[src/rtl/uart_pkg.sv]
// Shared types and constants for the UART receive path.
package uart_pkg;

    typedef enum logic [2:0] {
        ST_IDLE,
        ST_START,
        ST_DATA,
        ST_PARITY,
        ST_STOP1,
        ST_STOP2
    } rx_state_e;

    typedef enum logic [1:0] {
        DATA_BITS_5 = 2'b00,
        DATA_BITS_6 = 2'b01,
        DATA_BITS_7 = 2'b10,
        DATA_BITS_8 = 2'b11
    } data_bits_e;

    typedef enum logic {
        PARITY_EVEN = 1'b0,
        PARITY_ODD  = 1'b1
    } parity_mode_e;

    localparam int OVERSAMPLE_DEFAULT = 16;
    localparam int SAMPLE_FIRST       = 7;
    localparam int SAMPLE_MID         = 8;
    localparam int SAMPLE_LAST        = 9;

    // Index of the final data bit for a given data-width encoding.
    function automatic logic [2:0] lastDataIndex(input logic [1:0] cfg);
        case (cfg)
            DATA_BITS_5: return 3'd4;
            DATA_BITS_6: return 3'd5;
            DATA_BITS_7: return 3'd6;
            default:     return 3'd7;
        endcase
    endfunction

endpackage

[src/rtl/uart_rx_bit_sampler.sv]
// Synchronizes rxd, counts oversample ticks within a bit and votes 2-of-3 at mid-bit.
module uart_rx_bit_sampler
    import uart_pkg::*;
#(
    parameter int OVERSAMPLE  = OVERSAMPLE_DEFAULT,
    parameter int SYNC_STAGES = 2
) (
    input  logic clk,
    input  logic rst,
    input  logic sample_tick,
    input  logic rxd,
    input  logic run_i,
    output logic rxd_sync_o,
    output logic bit_valid_o,
    output logic bit_value_o,
    output logic bit_end_o
);

    localparam int CW = $clog2(OVERSAMPLE);

    logic [SYNC_STAGES-1:0] sync_q;
    logic [CW-1:0]          tickCnt_q;
    logic [1:0]             vote_q;
    logic                   rxdSync;

    assign rxdSync = sync_q[SYNC_STAGES-1];

    // The counter is held at zero while the FSM is idle so the first tick after
    // the start edge is count 0.
    always_ff @(posedge clk) begin
        if (rst) begin
            sync_q    <= '1;
            tickCnt_q <= '0;
            vote_q    <= 2'b11;
        end else begin
            sync_q <= {sync_q[SYNC_STAGES-2:0], rxd};
            if (!run_i) begin
                tickCnt_q <= '0;
            end else if (sample_tick) begin
                if (tickCnt_q == CW'(OVERSAMPLE - 1))
                    tickCnt_q <= '0;
                else
                    tickCnt_q <= tickCnt_q + 1'b1;
                if (tickCnt_q == CW'(SAMPLE_FIRST))
                    vote_q[0] <= rxdSync;
                if (tickCnt_q == CW'(SAMPLE_MID))
                    vote_q[1] <= rxdSync;
            end
        end
    end

    assign rxd_sync_o  = rxdSync;
    assign bit_valid_o = run_i & sample_tick & (tickCnt_q == CW'(SAMPLE_LAST));
    assign bit_end_o   = run_i & sample_tick & (tickCnt_q == CW'(OVERSAMPLE - 1));
    assign bit_value_o = (vote_q[0] & vote_q[1]) | (vote_q[0] & rxdSync) | (vote_q[1] & rxdSync);

endmodule

[src/rtl/uart_rx_deserializer.sv]
// UART frame receiver with valid/ready output and error flags.
// Optional break detection is enabled by defining UART_RX_BREAK_DETECT_EN.
module uart_rx_deserializer
    import uart_pkg::*;
#(
    parameter int OVERSAMPLE  = OVERSAMPLE_DEFAULT,
    parameter int SYNC_STAGES = 2
) (
    input  logic       clk,
    input  logic       rst,
    input  logic       sample_tick,
    input  logic       rxd,
    input  logic [1:0] cfg_data_bits,
    input  logic       cfg_parity_en,
    input  logic       cfg_parity_odd,
    input  logic       cfg_stop2,
    output logic [7:0] rx_data,
    output logic       rx_valid,
    input  logic       rx_ready,
    output logic       parity_err,
    output logic       frame_err,
    output logic       overrun_err,
`ifdef UART_RX_BREAK_DETECT_EN
    output logic       break_det,
`endif
    input  logic       err_clr
);

    rx_state_e  state_q;
    logic [1:0] cfgDataBits_q;
    logic       cfgParityEn_q, cfgParityOdd_q, cfgStop2_q;
    logic [2:0] bitIdx_q;
    logic [7:0] shift_q;
    logic       parAcc_q, parErr_q, stopErr_q;
    logic [7:0] rxData_q;
    logic       rxValid_q, parityErr_q, frameErr_q, overrun_q;
    logic       rxdSync, bitValid, bitValue, bitEnd;
    logic       frameDone, frameErrD, breakD, deliver;
`ifdef UART_RX_BREAK_DETECT_EN
    logic       allZero_q, holdLine_q, breakDet_q;
`endif

    uart_rx_bit_sampler #(
        .OVERSAMPLE (OVERSAMPLE),
        .SYNC_STAGES(SYNC_STAGES)
    ) u_sampler (
        .clk        (clk),
        .rst        (rst),
        .sample_tick(sample_tick),
        .rxd        (rxd),
        .run_i      (state_q != ST_IDLE),
        .rxd_sync_o (rxdSync),
        .bit_valid_o(bitValid),
        .bit_value_o(bitValue),
        .bit_end_o  (bitEnd)
    );

    // A frame completes at the mid-bit decision of its last stop bit.
    always_comb begin
        frameDone = 1'b0;
        frameErrD = 1'b0;
        breakD    = 1'b0;
        if (bitValid) begin
            case (state_q)
                ST_STOP1: if (!cfgStop2_q) begin
                    frameDone = 1'b1;
                    frameErrD = ~bitValue;
                end
                ST_STOP2: begin
                    frameDone = 1'b1;
                    frameErrD = stopErr_q | ~bitValue;
                end
                default: ;
            endcase
        end
`ifdef UART_RX_BREAK_DETECT_EN
        breakD = frameDone & allZero_q & ~bitValue;
`endif
        deliver = frameDone & ~breakD;
    end

    always_ff @(posedge clk) begin
        if (rst) begin
            state_q        <= ST_IDLE;
            cfgDataBits_q  <= 2'b00;
            cfgParityEn_q  <= 1'b0;
            cfgParityOdd_q <= 1'b0;
            cfgStop2_q     <= 1'b0;
            bitIdx_q       <= 3'd0;
            shift_q        <= 8'h00;
            parAcc_q       <= 1'b0;
            parErr_q       <= 1'b0;
            stopErr_q      <= 1'b0;
            rxData_q       <= 8'h00;
            rxValid_q      <= 1'b0;
            parityErr_q    <= 1'b0;
            frameErr_q     <= 1'b0;
            overrun_q      <= 1'b0;
`ifdef UART_RX_BREAK_DETECT_EN
            allZero_q      <= 1'b0;
            holdLine_q     <= 1'b0;
            breakDet_q     <= 1'b0;
`endif
        end else begin
            // Overrun must win over a same-cycle clear, so the clear is written first.
            if (err_clr)
                overrun_q <= 1'b0;
            if (deliver) begin
                if (rxValid_q && !rx_ready) begin
                    overrun_q <= 1'b1;
                end else begin
                    rxData_q    <= shift_q;
                    rxValid_q   <= 1'b1;
                    parityErr_q <= parErr_q;
                    frameErr_q  <= frameErrD;
                end
            end else if (rxValid_q && rx_ready) begin
                rxValid_q <= 1'b0;
            end

            case (state_q)
                ST_IDLE: begin
`ifdef UART_RX_BREAK_DETECT_EN
                    if (holdLine_q) begin
                        if (sample_tick && rxdSync)
                            holdLine_q <= 1'b0;
                    end else
`endif
                    if (sample_tick && !rxdSync) begin
                        state_q        <= ST_START;
                        cfgDataBits_q  <= cfg_data_bits;
                        cfgParityEn_q  <= cfg_parity_en;
                        cfgParityOdd_q <= cfg_parity_odd;
                        cfgStop2_q     <= cfg_stop2;
                        bitIdx_q       <= 3'd0;
                        shift_q        <= 8'h00;
                        parAcc_q       <= 1'b0;
                        parErr_q       <= 1'b0;
                        stopErr_q      <= 1'b0;
`ifdef UART_RX_BREAK_DETECT_EN
                        allZero_q      <= 1'b1;
`endif
                    end
                end
                ST_START: begin
                    if (bitValid && bitValue)
                        state_q <= ST_IDLE;
                    else if (bitEnd)
                        state_q <= ST_DATA;
                end
                ST_DATA: begin
                    if (bitValid) begin
                        shift_q[bitIdx_q] <= bitValue;
                        parAcc_q          <= parAcc_q ^ bitValue;
`ifdef UART_RX_BREAK_DETECT_EN
                        allZero_q         <= allZero_q & ~bitValue;
`endif
                    end
                    if (bitEnd) begin
                        if (bitIdx_q == lastDataIndex(cfgDataBits_q))
                            state_q <= cfgParityEn_q ? ST_PARITY : ST_STOP1;
                        else
                            bitIdx_q <= bitIdx_q + 3'd1;
                    end
                end
                ST_PARITY: begin
                    if (bitValid) begin
                        parErr_q <= bitValue != (parAcc_q ^ (parity_mode_e'(cfgParityOdd_q) == PARITY_ODD));
`ifdef UART_RX_BREAK_DETECT_EN
                        allZero_q <= allZero_q & ~bitValue;
`endif
                    end
                    if (bitEnd)
                        state_q <= ST_STOP1;
                end
                ST_STOP1: begin
                    if (bitValid) begin
                        if (!cfgStop2_q) begin
                            state_q <= ST_IDLE;
                        end else begin
                            stopErr_q <= ~bitValue;
`ifdef UART_RX_BREAK_DETECT_EN
                            allZero_q <= allZero_q & ~bitValue;
`endif
                        end
                    end
                    if (bitEnd)
                        state_q <= ST_STOP2;
                end
                ST_STOP2: begin
                    if (bitValid)
                        state_q <= ST_IDLE;
                end
                default: state_q <= ST_IDLE;
            endcase

`ifdef UART_RX_BREAK_DETECT_EN
            breakDet_q <= breakD;
            if (breakD)
                holdLine_q <= 1'b1;
`endif
        end
    end

    assign rx_data     = rxData_q;
    assign rx_valid    = rxValid_q;
    assign parity_err  = parityErr_q;
    assign frame_err   = frameErr_q;
    assign overrun_err = overrun_q;
`ifdef UART_RX_BREAK_DETECT_EN
    assign break_det   = breakDet_q;
`endif

endmodule

[config.mk]
export PLATFORM = sky130hd
export DESIGN_NAME = uart_rx_deserializer
export DESIGN_NICKNAME = d
export VERILOG_FILES = /design/src/rtl/uart_pkg.sv /design/src/rtl/uart_rx_bit_sampler.sv /design/src/rtl/uart_rx_deserializer.sv
export SDC_FILE = /design/constraint.sdc
export NUM_CORES = 1
export LEC_CHECK = 0
export ABC_AREA = 1
export CAP_MARGIN = 10
export CORE_MARGIN = 10
export CORE_UTILIZATION = 60
export CTS_CLUSTER_SIZE = 25
export DETAILED_ROUTE_END_ITERATION = 10
export PLACE_DENSITY = 0.84
export SLEW_MARGIN = 25
export SYNTH_ARGS = -nofsm -noshare
export SYNTH_HDL_FRONTEND = slang
export SYNTH_HIERARCHICAL = 1
export SYNTH_SLANG_ARGS = --single-unit
[constraint.sdc]
create_clock -name clk -period 2.9 [get_ports clk]
set_clock_uncertainty 0.1 [all_clocks]
set_input_delay 0.435 -clock clk [delete_from_list [all_inputs] [get_ports clk]]
set_output_delay 0.435 -clock clk [all_outputs]
set_load 0.01 [all_outputs]
==> results.yml, run 1 <==
outcome:
  status: "completed"
pwr:
  power.share.sequential: 0.494
  powerDensity_nw_per_um2: 561
  p_sw_mw: 0.492
  vdd_drop_max_mv: 0.365
  power_leakage_nw: 0.994
  comb_power_share: 0.294
  total_power_mw: 1.34
  intPower_mw: 0.849
  p_sw_frac: 0.367
  pwr-share-clk: 0.212
synth:
  synth_seq_cells: 42
  ys.flop_type: "dfxtp_1"
  yosysWarnings: 6
  synth_area_leaders: "dfxtp_1, nand2_1, nor2_1, a21oi_1, inv_1"
  synth_nets: 311
  syn_inst: 296
  avgSynthCellArea_um2: 7.01
  ys_top_cells_by_count: "nand2_1, nor2_1, dfxtp_1"
  syn_area_um2: 2070
  synth.most_common_cell: "nand2_1"
  synth_top_area_frac: 0.405
  yosysSeqAreaShare: 0.405
  ys_types: 30
  synth_largest_area_cell: "dfxtp_1"
  synth-edff-count: 0
  synth_async_sr_flop_share: 0
clock_tree:
  clk_latency_ns: 0.35
  cts_buffers: 5
  cts_tree: "yes"
  postCtsSetupBuffers: 0
  clockRootBuffer: "clkbuf_4"
  cts_hold_buf: 0
  cts_buffer_depth: 2
  cts.clk_slew.worst_paths_ns: 0.13
  cts_resized: 0
  htreeDepth: 2
  clkSinkCount: 42
worst_setup_path:
  cp-start-kind: "flip-flop"
  path_max_fanout: 7
  r2r-start: "state_q[2]"
  worstSetupEndpointType: "flip-flop"
  r2r-end: "state_q[2]"
  cp.arrival_ns: 2.30
  r2r_slack_ns: 0.79
  critPathRequiredTime_ns: 3.10
  critPathKind: "reg2reg"
  reg2reg_depth: 12
floorplan:
  rows: 21
  die-area_um2: 6210
  start_util: 0.622
  pin_count: 23
  fp.coreArea_um2: 3340
  die_w_um: 78.8
  die_h_um: 78.8
timing:
  setup_ws_ns: 0.794
  slew_violations: 0
  relSlewSlack: 0.539
  fin_crit_sh: 0.726
  tightest_slew_ns: 0.691
  setup_violations: 0
  finalCriticalPeriod_ns: 2.11
  rsz0062_at_grt: "false"
  max_clock_freq_mhz: 475
  timing_hold_violations_final: 0
  tns_ns: 0
flow_run:
  drv_cap: 0
final_layout:
  syn2layout_area_growth_pct: 15.3
  register_area_um2: 841
  multi_input_area_um2: 1090
  n_antenna_cell: 0
  fillers: 278
  drive_above_1_share: 0.124
  layout.nets: 336
detailed_routing:
  final_antenna_net_count: 0
  vias_per_cell: 5.04
  route.detailed.drc: 0
  drt_first_pass_iters: 4
  dr_total_vias: 1854
  initialDrtViolationCount: 142
  drt_wl_total_mm: 4.13
  wl_per_cell_um: 11.2
grt:
  antenna_found_initial: 0
  grt.overflow.total: 0
  track_usage: 0.135
  grt_max_degree: 26
  met2_usage: 0.229
  grt_pass1_vias: 1707
  use_met1: 0.156
  gr-usage-met3: 0.0439
  busiest_layer: "met2"
  grt_pass1_wl_mm: 7.09
placed_design:
  place_ws_ns: 0.529
  gp_congestion: 0.934
  hpwl_mm: 3.05
  io_buffers: 22
min_path:
  worstHoldPathCells: 1
  hold_path_end: "u_sampler/sync_q[1]"
  hold_path.class: "reg2reg"
  min_from: "u_sampler/sync_q[0]"
-- stage by stage --
stage,hold WS [ns],cells,instance area [µm²],util
finish,0.336,368,2390,0.717
global route,0.357,368,2390,0.717
CTS,0.342,368,2390,0.717
detailed placement,0.309,360,2330,0.699
global placement,0.294,360,2330,0.699
floorplan,0.289,296,2070,-
-- cells in the final DEF, fill, tap and decap left out, types with 2 or more instances in the layout --
master,count
nor2_1,54
nor2_2,4
nand2_2,8
nand2_1,68
nand3_1,15
a21oi_1,20
clkbuf_4,5
ha_1,4
dfxtp_1,42
or2_2,2
o21ai_0,12
inv_2,7
clkdlybuf4s50_1,22
inv_1,22
xnor2_1,2
o21ai_1,16
nor2_4,3
-- per-layer routing --
metal / part of all wire / vias to the layer above
met5: 0 / -
met4: 0.014 / 0
met3: 0.037 / 6
met2: 0.46 / 32
met1: 0.49 / 830
li1: - / 986
-- layout make-up --
type                    count  share of cell area
repair buffers             23              0.0952
inverters                  30              0.0471
clock buffers               5              0.0157
well taps                  46              0.0241
clock inverters             3             0.00890
multi-input cells         219               0.457
flip-flops and latches     42               0.352
-- worst max-delay path, cell delays in order, from the launching register on --
cell and delay (ns):
dfxtp_1 0.48, inv_2 0.12, nand2_2 0.16, nand2_2 0.10, nor2_1 0.38, nand2_1 0.10, nand3_1 0.12, nand3_1 0.07
nand2_1 0.08, nand3_2 0.12, nand2_1 0.08, nand2_1 0.04, nor2_1 0.11
-- power groups by stage --
stage	Sequential, mW	Combinational (mW)	Clock, mW
floorplan	0.664	0.322	0
global placement	0.673	0.383	0
detailed placement	0.674	0.388	0
CTS	0.661	0.393	0.294
global route	0.667	0.455	0.316
finish	0.662	0.394	0.284
-- sequential cells by signal (all words and copies together) (netlist names), 2 cells and up --
| register | cells |
|---|---|
| rx_data | 8 |
| shift_q | 8 |
| u_sampler/tickCnt_q | 4 |
| bitIdx_q | 3 |
| state_q | 3 |
| cfgDataBits_q | 2 |
| u_sampler/sync_q | 2 |
| u_sampler/vote_q | 2 |
-- worst max-delay path by stage --
stage / start / end / slack (ns) / depth (start not counted)
3_3_place_gp: sample_tick / state_q[0] / 0.59 / 11
2_1_floorplan: state_q[2] / state_q[0] / 1.12 / 11
6_report: state_q[2] / state_q[2] / 0.79 / 12
5_1_grt: state_q[2] / state_q[0] / 0.60 / 12
4_1_cts: state_q[2] / frame_err / 0.83 / 9
3_5_place_dp: sample_tick / state_q[0] / 0.53 / 11
-- cells by family after synthesis --
group	count (synthesis)	share of synthesized area
flip-flops	42	0.405
XOR/XNOR	3	0.0127
AO/OA/AOI/OAI	51	0.133
adder cells (fa/ha/maj)	5	0.0290
buffers and inverters	35	0.0675
AND/OR/NAND/NOR	160	0.353
Note: power is estimated with default switching activity, not from simulation.
==> run 2, diff against run 1 <==
--- a/config.mk
+++ b/config.mk
@@ -8,10 +8,10 @@
 export ABC_AREA = 1
 export CAP_MARGIN = 10
 export CORE_MARGIN = 10
-export CORE_UTILIZATION = 60
+export CORE_UTILIZATION = 55
 export CTS_CLUSTER_SIZE = 25
 export DETAILED_ROUTE_END_ITERATION = 10
-export PLACE_DENSITY = 0.84
+export PLACE_DENSITY = 0.78
 export SLEW_MARGIN = 25
 export SYNTH_ARGS = -nofsm -noshare
 export SYNTH_HDL_FRONTEND = slang
==> constraint.sdc (replaced) <==
create_clock -name clk -period 1.94 [get_ports clk]
set_clock_uncertainty 0.1 [all_clocks]
set_input_delay 0.291 -clock clk [delete_from_list [all_inputs] [get_ports clk]]
set_output_delay 0.291 -clock clk [all_outputs]
set_load 0.01 [all_outputs]
==> run 2 against run 1 <==
Final cell count is 4.1% higher. Via count is 2.2% higher. Setup slack worse by 0.56 ns. Maximum frequency is 23% higher. Core utilization is 1.5 points lower. Critical path type unchanged. Clock-buffer cell count stayed put. First-iteration DRC count is 13% lower.
==> results.yml, run 2 (same netlist as run 1, synthesis figures left out) <==
timing:
  slew_violations: 0
  tightest_slew_ns: 0.345
  rsz0062_at_grt: "false"
  fin_crit_sh: 0.881
  timing_hold_violations_final: 0
  setup_violations: 0
  setup_ws_ns: 0.231
  finalCriticalPeriod_ns: 1.71
  relSlewSlack: 0.770
  max_clock_freq_mhz: 585
clock_tree:
  clkSinkCount: 42
  htreeDepth: 2
  cts.clk_slew.worst_paths_ns: 0.08
  cts_buffers: 5
  cts_buffer_depth: 2
  clk_latency_ns: 0.31
  clockRootBuffer: "clkbuf_8"
  cts_tree: "yes"
  cts_hold_buf: 0
detailed_routing:
  wl_per_cell_um: 11.6
  drt_wl_total_mm: 4.44
  vias_per_cell: 4.95
  route.detailed.drc: 0
  initialDrtViolationCount: 123
  drt_first_pass_iters: 4
  final_antenna_net_count: 0
  dr_total_vias: 1895
grt:
  grt_max_degree: 15
  grt_pass1_vias: 1829
  grt.overflow.total: 0
  track_usage: 0.147
  antenna_found_initial: 0
  grt_pass1_wl_mm: 7.80
final_layout:
  n_antenna_cell: 0
  final_common_cell: "nand2_1"
  final_cell_mix: "nand2_1, nor2_1, dfxtp_1"
  register_area_um2: 847
  syn2layout_area_growth_pct: 23.8
  drive_above_1_share: 0.185
  fillers: 318
  multi_input_area_um2: 1110
  fin_area_um2: 2570
  layout.nets: 349
placed_design:
  gp_congestion: 0.899
  io_buffers: 22
  place_ws_ns: -0.118
  hpwl_mm: 3.37
  placed_area_um2: 2430
pwr:
  powerDensity_nw_per_um2: 924
  power_leakage_nw: 1.09
  vdd_drop_max_mv: 0.561
  total_power_mw: 2.37
worst_setup_path:
  critPathRequiredTime_ns: 2.05
  critPathKind: "reg2reg"
  cp.arrival_ns: 1.82
  worstSetupEndpointType: "flip-flop"
  worstPathCellList: "ha_1 > nand2_2 > nor2_4 > nand2_2 > nor2_2 > inv_1 > nand3_1 > nand2_1 > nor2_2 > nand3_4 > nor2_1 > nor2_1"
  cpMaxStageDelayCell: "dfxtp_2"
  cp-start-kind: "flip-flop"
  cp_slowest_stage_delay_ns: 0.36
  path_max_fanout: 6
  r2r_slack_ns: 0.23
floorplan:
  die-area_um2: 6630
  die_w_um: 81.4
  pin_count: 23
  start_util: 0.567
  fp.coreArea_um2: 3660
  rows: 22
  die_h_um: 81.4
outcome:
  status: "completed"
min_path:
  hold_path.class: "reg2reg"
flow_run:
  drv_cap: 0
[run 2: layer usage]
layer  GRT usage  share of wire  vias to the layer above
li1            -              -                     1007
met1       0.177           0.47                      838
met2       0.236           0.45                       40
met3      0.0404          0.054                       10
met4      0.0692          0.021                        0
met5           0              0                        -
[run 2: layout make-up]
type / count / share of cell area
flip-flops and latches: 42 / 0.330
well taps: 48 / 0.0234
clock inverters: 3 / 0.0170
multi-input cells: 219 / 0.433
repair buffers: 36 / 0.127
inverters: 30 / 0.0438
clock buffers: 5 / 0.0268
[run 2: metrics by stage]
stage          utilization  TNS (ns)  hold WS, ns  std cells
2_1_floorplan            -         0        0.289        296
3_3_place_gp         0.664    -0.152        0.292        375
3_5_place_dp         0.664    -0.400        0.308        375
4_1_cts              0.695         0        0.329        383
5_1_grt              0.702         0        0.347        383
6_report             0.702         0        0.325        383
[run 2: what timing repair did]
item / 4_1_cts / 5_1_grt
buffers inserted: 0 / 0
gates resized for setup: 0 / 10
endpoints found under the setup margin: 0 / 6
[run 2: worst max-delay path: cells and delay by family (launching register included)]
| family | cells | cell delay, ns |
|---|---|---|
| fa+ha+maj | 1 | 0.19 |
| simple gates | 10 | 0.91 |
| flops | 1 | 0.36 |
| buf+inv | 1 | 0.06 |
[run 2: final timing paths]
check	from	cells past startpoint	to
worst max-delay path	u_sampler/tickCnt_q[0]	12	state_q[1]
worst min-delay path	u_sampler/sync_q[0]	1	u_sampler/sync_q[1]
worst min register to register	u_sampler/sync_q[0]	1	u_sampler/sync_q[1]
worst max register to register	u_sampler/tickCnt_q[0]	12	state_q[1]
[run 2: power by group]
group | switching [mW] | total, mW | leakage, nW | internal (mW)
Clock | 0.331 | 0.716 | 0.0585 | 0.386
Sequential | 0.0723 | 0.996 | 0.342 | 0.924
Combinational | 0.406 | 0.661 | 0.689 | 0.255
==> run 3, diff against run 2 <==
--- a/config.mk
+++ b/config.mk
@@ -12,7 +12,7 @@
 export CTS_CLUSTER_SIZE = 25
 export DETAILED_ROUTE_END_ITERATION = 10
 export PLACE_DENSITY = 0.78
-export SLEW_MARGIN = 25
+export SLEW_MARGIN = 10
 export SYNTH_ARGS = -nofsm -noshare
 export SYNTH_HDL_FRONTEND = slang
 export SYNTH_HIERARCHICAL = 1
==> results of run 3 <==
Same layout as run 2: the final DEF is identical, and so are final timing and power.
